--- src/rtl/regfile_master.sv ---
// Request/response sequencer for the single-port 32 x 32 register file.
// Define REGFILE_MASTER_VERIFY_EN to read back and compare every write.
//
// state  | meaning
// IDLE   | waiting for a request, req_ready high
// WRITE  | rf_wr asserted, holding sel/wdata for WR_HOLD edges
// READ   | rf_sel held for RD_WAIT edges, then rf_rdata captured
// VERIFY | read-back of the written address (verify build only)
// RESP   | rsp_valid high until the consumer accepts
module regfile_master #(
    parameter int DATA_W  = 32,
    parameter int ADDR_W  = 5,
    parameter int WR_HOLD = 2,
    parameter int RD_WAIT = 2
) (
    input  logic              clk,
    input  logic              reset,
    input  logic              req_valid,
    output logic              req_ready,
    input  logic              req_wr,
    input  logic [ADDR_W-1:0] req_addr,
    input  logic [DATA_W-1:0] req_wdata,
    output logic              rsp_valid,
    input  logic              rsp_ready,
    output logic [DATA_W-1:0] rsp_rdata,
    output logic              rsp_err,
    output logic [ADDR_W-1:0] rf_sel,
    output logic              rf_wr,
    output logic [DATA_W-1:0] rf_wdata,
    input  logic [DATA_W-1:0] rf_rdata,
    output logic              busy,
    output logic [15:0]       txn_count
);

    typedef enum logic [2:0] {IDLE, WRITE, READ, VERIFY, RESP} state_t;

    // Hold counters are loaded with N-1 so that the exit happens on the N-th edge.
    localparam logic [7:0] WR_CNT = 8'(WR_HOLD - 1);
    localparam logic [7:0] RD_CNT = 8'(RD_WAIT - 1);

    state_t     state;
    logic [7:0] cnt;

`ifdef REGFILE_MASTER_VERIFY_EN
    logic [DATA_W-1:0] shadow;
    logic              rsp_err_q;
    assign rsp_err = rsp_err_q;
`else
    assign rsp_err = 1'b0;
`endif

    assign req_ready = (state == IDLE) && !reset;
    assign busy      = (state != IDLE);

    always_ff @(posedge clk) begin
        if (reset) begin
            state     <= IDLE;
            cnt       <= '0;
            rsp_valid <= 1'b0;
            rsp_rdata <= '0;
            rf_sel    <= '0;
            rf_wr     <= 1'b0;
            rf_wdata  <= '0;
            txn_count <= '0;
`ifdef REGFILE_MASTER_VERIFY_EN
            shadow    <= '0;
            rsp_err_q <= 1'b0;
`endif
        end else begin
            case (state)
                IDLE: begin
                    if (req_valid) begin
                        rf_sel   <= req_addr;
                        rf_wdata <= req_wdata;
`ifdef REGFILE_MASTER_VERIFY_EN
                        shadow   <= req_wdata;
`endif
                        rf_wr    <= req_wr;
                        cnt      <= req_wr ? WR_CNT : RD_CNT;
                        state    <= req_wr ? WRITE : READ;
                    end
                end
                WRITE: begin
                    if (cnt == 8'd0) begin
                        rf_wr <= 1'b0;
`ifdef REGFILE_MASTER_VERIFY_EN
                        cnt   <= RD_CNT;
                        state <= VERIFY;
`else
                        rsp_rdata <= '0;
                        rsp_valid <= 1'b1;
                        state     <= RESP;
`endif
                    end else begin
                        cnt <= cnt - 8'd1;
                    end
                end
                READ: begin
                    if (cnt == 8'd0) begin
                        rsp_rdata <= rf_rdata;
`ifdef REGFILE_MASTER_VERIFY_EN
                        rsp_err_q <= 1'b0;
`endif
                        rsp_valid <= 1'b1;
                        state     <= RESP;
                    end else begin
                        cnt <= cnt - 8'd1;
                    end
                end
`ifdef REGFILE_MASTER_VERIFY_EN
                VERIFY: begin
                    if (cnt == 8'd0) begin
                        rsp_rdata <= rf_rdata;
                        rsp_err_q <= (rf_rdata != shadow);
                        rsp_valid <= 1'b1;
                        state     <= RESP;
                    end else begin
                        cnt <= cnt - 8'd1;
                    end
                end
`endif
                RESP: begin
                    if (rsp_ready) begin
                        rsp_valid <= 1'b0;
                        txn_count <= txn_count + 16'd1;
                        state     <= IDLE;
                    end
                end
                default: begin
                    rf_wr     <= 1'b0;
                    rsp_valid <= 1'b0;
                    state     <= IDLE;
                end
            endcase
        end
    end

endmodule

--- config.mk ---
export PLATFORM = sky130hd
export DESIGN_NAME = regfile_master
export DESIGN_NICKNAME = d
export VERILOG_FILES = /design/src/rtl/regfile_master.sv
export SDC_FILE = /design/constraint.sdc
export NUM_CORES = 1
export LEC_CHECK = 0
export BUFFER_PORTS_ARGS = -buffer_cell sky130_fd_sc_hd__buf_2
export CAP_MARGIN = 20
export CORE_ASPECT_RATIO = 1.4
export CORE_MARGIN = 2
export CORE_UTILIZATION = 28
export DETAILED_ROUTE_END_ITERATION = 10
export GPL_TIMING_DRIVEN = 0
export HOLD_SLACK_MARGIN = 0.06
export SLEW_MARGIN = 20
export SYNTH_ARGS = -nofsm -noshare
export SYNTH_HDL_FRONTEND = slang
export SYNTH_SLANG_ARGS = --single-unit
--- constraint.sdc ---
create_clock -name clk -period 2.49 [get_ports clk]
set_input_delay 0.498 -clock clk [delete_from_list [all_inputs] [get_ports clk]]
set_output_delay 0.498 -clock clk [all_outputs]
set_load 0.01 [all_outputs]
==> results_dict.tcl, run 1 <==
set metrics [dict create \
    reg2reg_to "rsp_rdata[23]$_SDFFE_PP0P_" \
    switchingPower_uw 923 \
    combPwrFrac_pct 14.8 \
    die_area_sq_mm 0.0145 \
    htree_levels 3 \
    ys_seq_area_share_pct 51.8 \
    vias 3696 \
    start_util_pct 28.4 \
    grt.busiest_layer "met2" \
    r2r_start "cnt[0]$_SDFFE_PP0P_" \
    cts_tree "built" \
    io_buffer_count 162 \
    hold_viol 0 \
    holdWs_ps 397 \
    postCtsSetupBuffers 0 \
    drt-total-wl_microns 10400 \
    grt_use_met2_pct 24.4 \
    grtUsageMet1_pct 16.7 \
    status "complete, no violations" \
    grt_max_degree 16 \
    cts-buffers-inserted 9 \
    fin_skew_ps 5.61 \
    drt-initial-drc-count 123 \
    rrSetupSlack_ps 230 \
    row_count 50 \
    p_leak_uw 0.00231 \
    ys_types 47 \
    synthFlopType "dfxtp_1" \
    syn_area_per_cell_sq_um 8.65 \
    cell_internal_pwr_uw 2700 \
    max_stage_delay_ps 460 \
    switching_share_pct 25.5 \
    cts_sinks 98 \
    pwr-share-clk_pct 38.4 \
    synth-edff-count 0 \
    setup_tns_ps 0 \
    clock-root-buffer "clkbuf_16" \
    cap_violations 0 \
    cp_data_required_time_ps 1990 \
    rr_worst_depth 8 \
    rsz0062_at_grt "no" \
    post_cts_resized 0 \
    synth_warnings 0 \
    io_pins 164 \
    regArea_sq_mm 0.00196 \
    drv_slew 0 \
    layout_common_cells "166 x buf_2, 98 x dfxtp_1, 86 x nand2_1, 54 x nor2_1, 48 x a21oi_1" \
    drc 0 \
    hold_end "rf_wdata[8]$_SDFFE_PP0P_" \
    max_freq_ghz 0.439 \
    timing.final.crit_share_pct 91.4 \
    powerDensity_mw_per_mm2 707 \
    cp_max_fo 10 \
    peakVddDrop_v 0.000341 \
    synthToLayoutAreaGrowth_pct 35.5 \
    grt.overflow.total 0 \
    hold_buffers 0 \
    antenna_found_initial 0 \
    holdPathStages 3 \
    fillers 1403 \
    nNetsFinal 688 \
    synthCells 438 \
    async_reset_ff_share_pct 0 \
    grt_pass1_wl_microns 16200 \
    coreArea_sq_mm 0.0133 \
    routed_via_density 4.64 \
    ys_seq_elements 98 \
    utilization_pct 38.5 \
    hpwl_microns 7960 \
    multiInputGateArea_sq_mm 0.00164 \
    die_x_microns 102 \
    fin_crit_ps 2280 \
    hold_class "in2reg" \
    crit_slowest_cell "clkbuf_1" \
    relSlewSlack_pct 49.1 \
    layout_commonest_cell "buf_2" \
    fp.dieH_microns 142 \
    post_drt_wl_per_cell_microns 13.0 \
    worstHoldStart "req_wdata[8]" \
    firstDrtPassIters 4 \
    syn_area_sq_mm 0.00379 \
    setup_viol_count_final 0 \
    clkSlewWorstSetupHoldPaths_ps 70 \
    clockBufferDepth 2 \
    worstMarginPinSlew_ps 761 \
    met3_usage_pct 3.30 \
    end_kind "output pin" \
    worst_skew_pair.late_latency_ps 330 \
    grt_pass1_vias 3396 \
    grtUsageTotal_pct 14.1 \
    path_cells "buf_2 -> clkbuf_1 -> clkbuf_1 -> nor2_1 -> buf_2" \
    drtAntennaViolNets 0 \
    syn-num-nets 515 \
    worstPathArrival_ps 1780 \
    gp_congestion 0.815 \
    worst-setup-path-type "in2out" \
    p_seq_share_pct 46.8 \
    diodes 0 \
    drive_gt1_share_pct 31.5 \
    critPathLaunchType "primary input" \
]
==> power groups by stage <==
| stage | combinational (uW) | clock [uW] | sequential (uW) |
|---|---|---|---|
| floorplan | 295 | 0 | 1760 |
| global placement | 535 | 0 | 1730 |
| detailed placement | 545 | 0 | 1730 |
| CTS | 546 | 1450 | 1700 |
| global route | 604 | 1500 | 1700 |
| finish | 538 | 1390 | 1700 |
==> synth_stat cells (4+ instances only) <==
library cell  instances  area [sq um]
nand2_1              86           323
a21oi_1              48           240
or3_1                 7          43.8
clkbuf_1             22          82.6
buf_2                 4          20.0
o31ai_1               4          30.0
nand4_1               5          31.3
nor2_1               54           203
xor2_1                7          61.3
inv_1                 4          15.0
a22oi_1              32           240
nand3_1               6          30.0
xnor2_1               4          35.0
dfxtp_1              98          1960
or4_1                 5          37.5
==> through the flow <==
step | std cells | worst slack, ps | total power (uW) | area, sq um
floorplan | 438 | 542 | 2050 | 3790
global placement | 782 | 195 | 2260 | 4830
detailed placement | 782 | 160 | 2280 | 4830
CTS | 797 | 153 | 3690 | 5130
global route | 797 | 11.4 | 3810 | 5130
finish | 797 | 214 | 3630 | 5130
==> cells by family after synthesis <==
| group | Yosys count | share of synthesized area [%] |
|---|---|---|
| xor gates and xnor gates | 11 | 2.54 |
| DFF | 98 | 51.8 |
| other | 1 | 0.0989 |
| adders and majority gates | 3 | 0.991 |
| muxes | 3 | 0.792 |
| and+or+nand+nor | 185 | 22.0 |
| AOI/OAI and AO/OA | 100 | 16.8 |
| buffers and inverters | 37 | 4.99 |
==> registers in the layout, summed over array words and instances, names as in the netlist <==
register   cells
rf_wr          1
state          3
txn_count     16
cnt            8
rf_wdata      32
rsp_valid      1
rf_sel         5
rsp_rdata     32
==> cell type report <==
class | count | area share, %
Sequential cell | 98 | 38.2
Multi-Input combinational cell | 303 | 31.9
Timing Repair Buffer | 162 | 15.8
Clock buffer | 11 | 4.92
Tap cell | 182 | 4.43
Buffer | 33 | 3.44
Clock inverter | 4 | 0.999
Inverter | 4 | 0.292
==> critical path, delay by kind of cell <==
kind                   cells  cell delay [ps]
buffers and inverters      4             1180
and+or+nand+nor            1               90
==> worst max path at each step <==
stage	startpoint	end	slack (ps)	cells after the start
finish	reset	req_ready	210	5
CTS	reset	req_ready	150	5
floorplan	cnt[0]$_SDFFE_PP0P_	rsp_rdata[16]$_SDFFE_PP0P_	540	8
global placement	reset	req_ready	200	5
detailed placement	reset	req_ready	160	5
global route	state[0]$_SDFFE_PP0P_	rf_wr$_SDFFE_PP0P_	10	5
==> metal layers <==
metal  part of all wire [%]  vias up
met5                      0        -
met4                    1.6        0
met3                    6.5       15
met2                     48      127
met1                     44     1704
li1                       -     1850
Note: power is estimated with default switching activity, not from simulation.
==> run 2: changes to the inputs <==
==> constraint.sdc (replaced) <==
create_clock -name clk -period 2.45 [get_ports clk]
set_input_delay 0.49 -clock clk [delete_from_list [all_inputs] [get_ports clk]]
set_output_delay 0.49 -clock clk [all_outputs]
set_load 0.01 [all_outputs]
==> run 2 against run 1 <==
Total power is 1.7% higher. Combinational power is 2% higher. Sequential cell count stayed put. Largest cell class unchanged. Largest power group unchanged.
==> results_dict.tcl, run 2 (synthesized netlist as in run 1, its figures left out) <==
set metrics [dict create \
    top_layer "met4" \
    clock-root-buffer "clkbuf_16" \
    reg.largest.list "rf_wdata (32), rsp_rdata (32), txn_count (16)" \
    drt-initial-drc-count 128 \
    critPathLaunchType "flop" \
    powerDensity_mw_per_mm2 717 \
    vias 3696 \
    max_freq_ghz 0.441 \
    htree_levels 3 \
    worst-setup-path-type "reg2reg" \
    holdWs_ps 389 \
    multiInputGateArea_sq_mm 0.00165 \
    grt_pass1_vias 3396 \
    die_x_microns 102 \
    start_util_pct 28.4 \
    reg2reg_to "rsp_rdata[21]$_SDFFE_PP0P_" \
    crit_family "simple AND/OR/NAND/NOR gates" \
    hold_class "in2reg" \
    crit_slowest_cell "or4b_1" \
    cts_tree "built" \
    worstMarginPinSlew_ps 692 \
    path_buf_inv 3 \
    startpoint "cnt[0]$_SDFFE_PP0P_" \
    met3_length_microns 706 \
    layout_commonest_cell "buf_2" \
    fin_skew_ps 5.52 \
    firstDrtPassIters 4 \
    drtAntennaViolNets 0 \
    hold_end "rf_wdata[8]$_SDFFE_PP0P_" \
    relSlewSlack_pct 53.5 \
    grtUsageTotal_pct 14.1 \
    worst_skew_pair.late_latency_ps 330 \
    drive_gt1_share_pct 31.5 \
    pre_cts_ws_ps 136 \
    timing.final.crit_share_pct 92.6 \
    rr_worst_depth 8 \
    end_kind "flop" \
    cts-buffers-inserted 9 \
    io_pins 164 \
    wl_met1_microns 4560 \
    die_area_sq_mm 0.0145 \
    rsz0062_at_grt "no" \
    cap_violations 0 \
    grt.overflow.total 0 \
    drv_slew 0 \
    holdPathStages 3 \
    peakVddDrop_v 0.000346 \
    grt_pass1_wl_microns 16200 \
    r2r_start "cnt[0]$_SDFFE_PP0P_" \
    postCtsSetupBuffers 0 \
    gp_congestion 0.815 \
    setup_viol_count_final 0 \
    hold_viol 0 \
    layout_common_cells "166 x buf_2, 98 x dfxtp_1, 86 x nand2_1, 54 x nor2_1, 48 x a21oi_1" \
    coreArea_sq_mm 0.0133 \
    fillers 1401 \
    drt-total-wl_microns 10400 \
    status "complete, no violations" \
    clkSlewWorstSetupHoldPaths_ps 70 \
    p_leak_uw 0.00231 \
    cp_max_fo 10 \
    clockBufferDepth 2 \
    path_cells "inv_1 -> ha_1 -> nor3b_1 -> or4b_1 -> buf_6 -> buf_8 -> a22oi_1 -> nor2_1" \
    fp.dieH_microns 142 \
    hpwl_microns 7960 \
    diodes 0 \
    row_count 50 \
    cts_sinks 98 \
    rrSetupSlack_ps 180 \
    synthToLayoutAreaGrowth_pct 35.7 \
    worstHoldStart "req_wdata[8]" \
    fin_crit_ps 2270 \
    nNetsFinal 688 \
    io_buffer_count 162 \
    worstPathArrival_ps 2470 \
    routed-wl-met2_microns 4970 \
    cp_data_required_time_ps 2650 \
    grt_max_degree 16 \
    regArea_sq_mm 0.00196 \
    drc 0 \
    setup_tns_ps 0 \
    antenna_found_initial 0 \
    setup_slack_ps 180 \
    routed_via_density 4.64 \
    max_stage_delay_ps 530 \
    post_drt_wl_per_cell_microns 13.1 \
]
==> run 2: changes by cell type in the layout (fill, tap and decap cells not counted) <==
| cell | previous run | this run |
|---|---|---|
| nor4b_2 | 1 | 0 |
| nor4b_4 | 0 | 1 |
==> run 2: metal layers <==
metal | vias to the layer above | GRT usage (%)
li1 | 1849 | -
met1 | 1699 | 16.7
met2 | 133 | 24.4
met3 | 15 | 3.30
met4 | 0 | 5.33
met5 | - | 0
==> run 2: where the power goes <==
group	switching (uW)	internal (uW)
combinational	316	233
clock	575	841
sequential	48.7	1680
==> run 2: worst register-to-register path, delay by kind of cell (launching register included) <==
family                     cells  cell delay, ps
AOI/OAI and AO/OA              1             140
adders and majority gates      1             150
buffers and inverters          3             410
DFF                            1             360
and+or+nand+nor                3            1080
==> run 2: worst max path at each step <==
stage / end / slack (ps) / cells past startpoint
2_1_floorplan: rsp_rdata[16]$_SDFFE_PP0P_ / 500 / 8
3_3_place_gp: req_ready / 170 / 5
3_5_place_dp: req_ready / 140 / 5
4_1_cts: req_ready / 130 / 5
5_1_grt: req_ready / 9 / 5
6_report: rsp_rdata[21]$_SDFFE_PP0P_ / 180 / 8
==> run 2: cell type report <==
| cell class | instances | area share [%] |
|---|---|---|
| multi-input cells | 303 | 32.0 |
| clock inverters | 4 | 0.997 |
| flip-flops and latches | 98 | 38.1 |
| well taps | 182 | 4.43 |
| repair buffers | 162 | 15.8 |
| inverters | 4 | 0.292 |
| clock buffers | 11 | 4.91 |
| plain buffers | 33 | 3.43 |
==> run 2: stage by stage <==
step | total power, uW | cell area [sq um] | utilization [%] | instances
3_3_place_gp | 2300 | 4830 | 36.2 | 782
4_1_cts | 3750 | 5130 | 38.5 | 797
2_1_floorplan | 2090 | 3790 | - | 438
3_5_place_dp | 2310 | 4830 | 36.2 | 782
6_report | 3690 | 5140 | 38.6 | 797
5_1_grt | 3880 | 5140 | 38.6 | 797
==> run 2: timing repair <==
item / 4_1_cts / 5_1_grt
setup endpoints to repair: 0 / 21
hold buffers: 0 / 0
resized for setup: 0 / 4
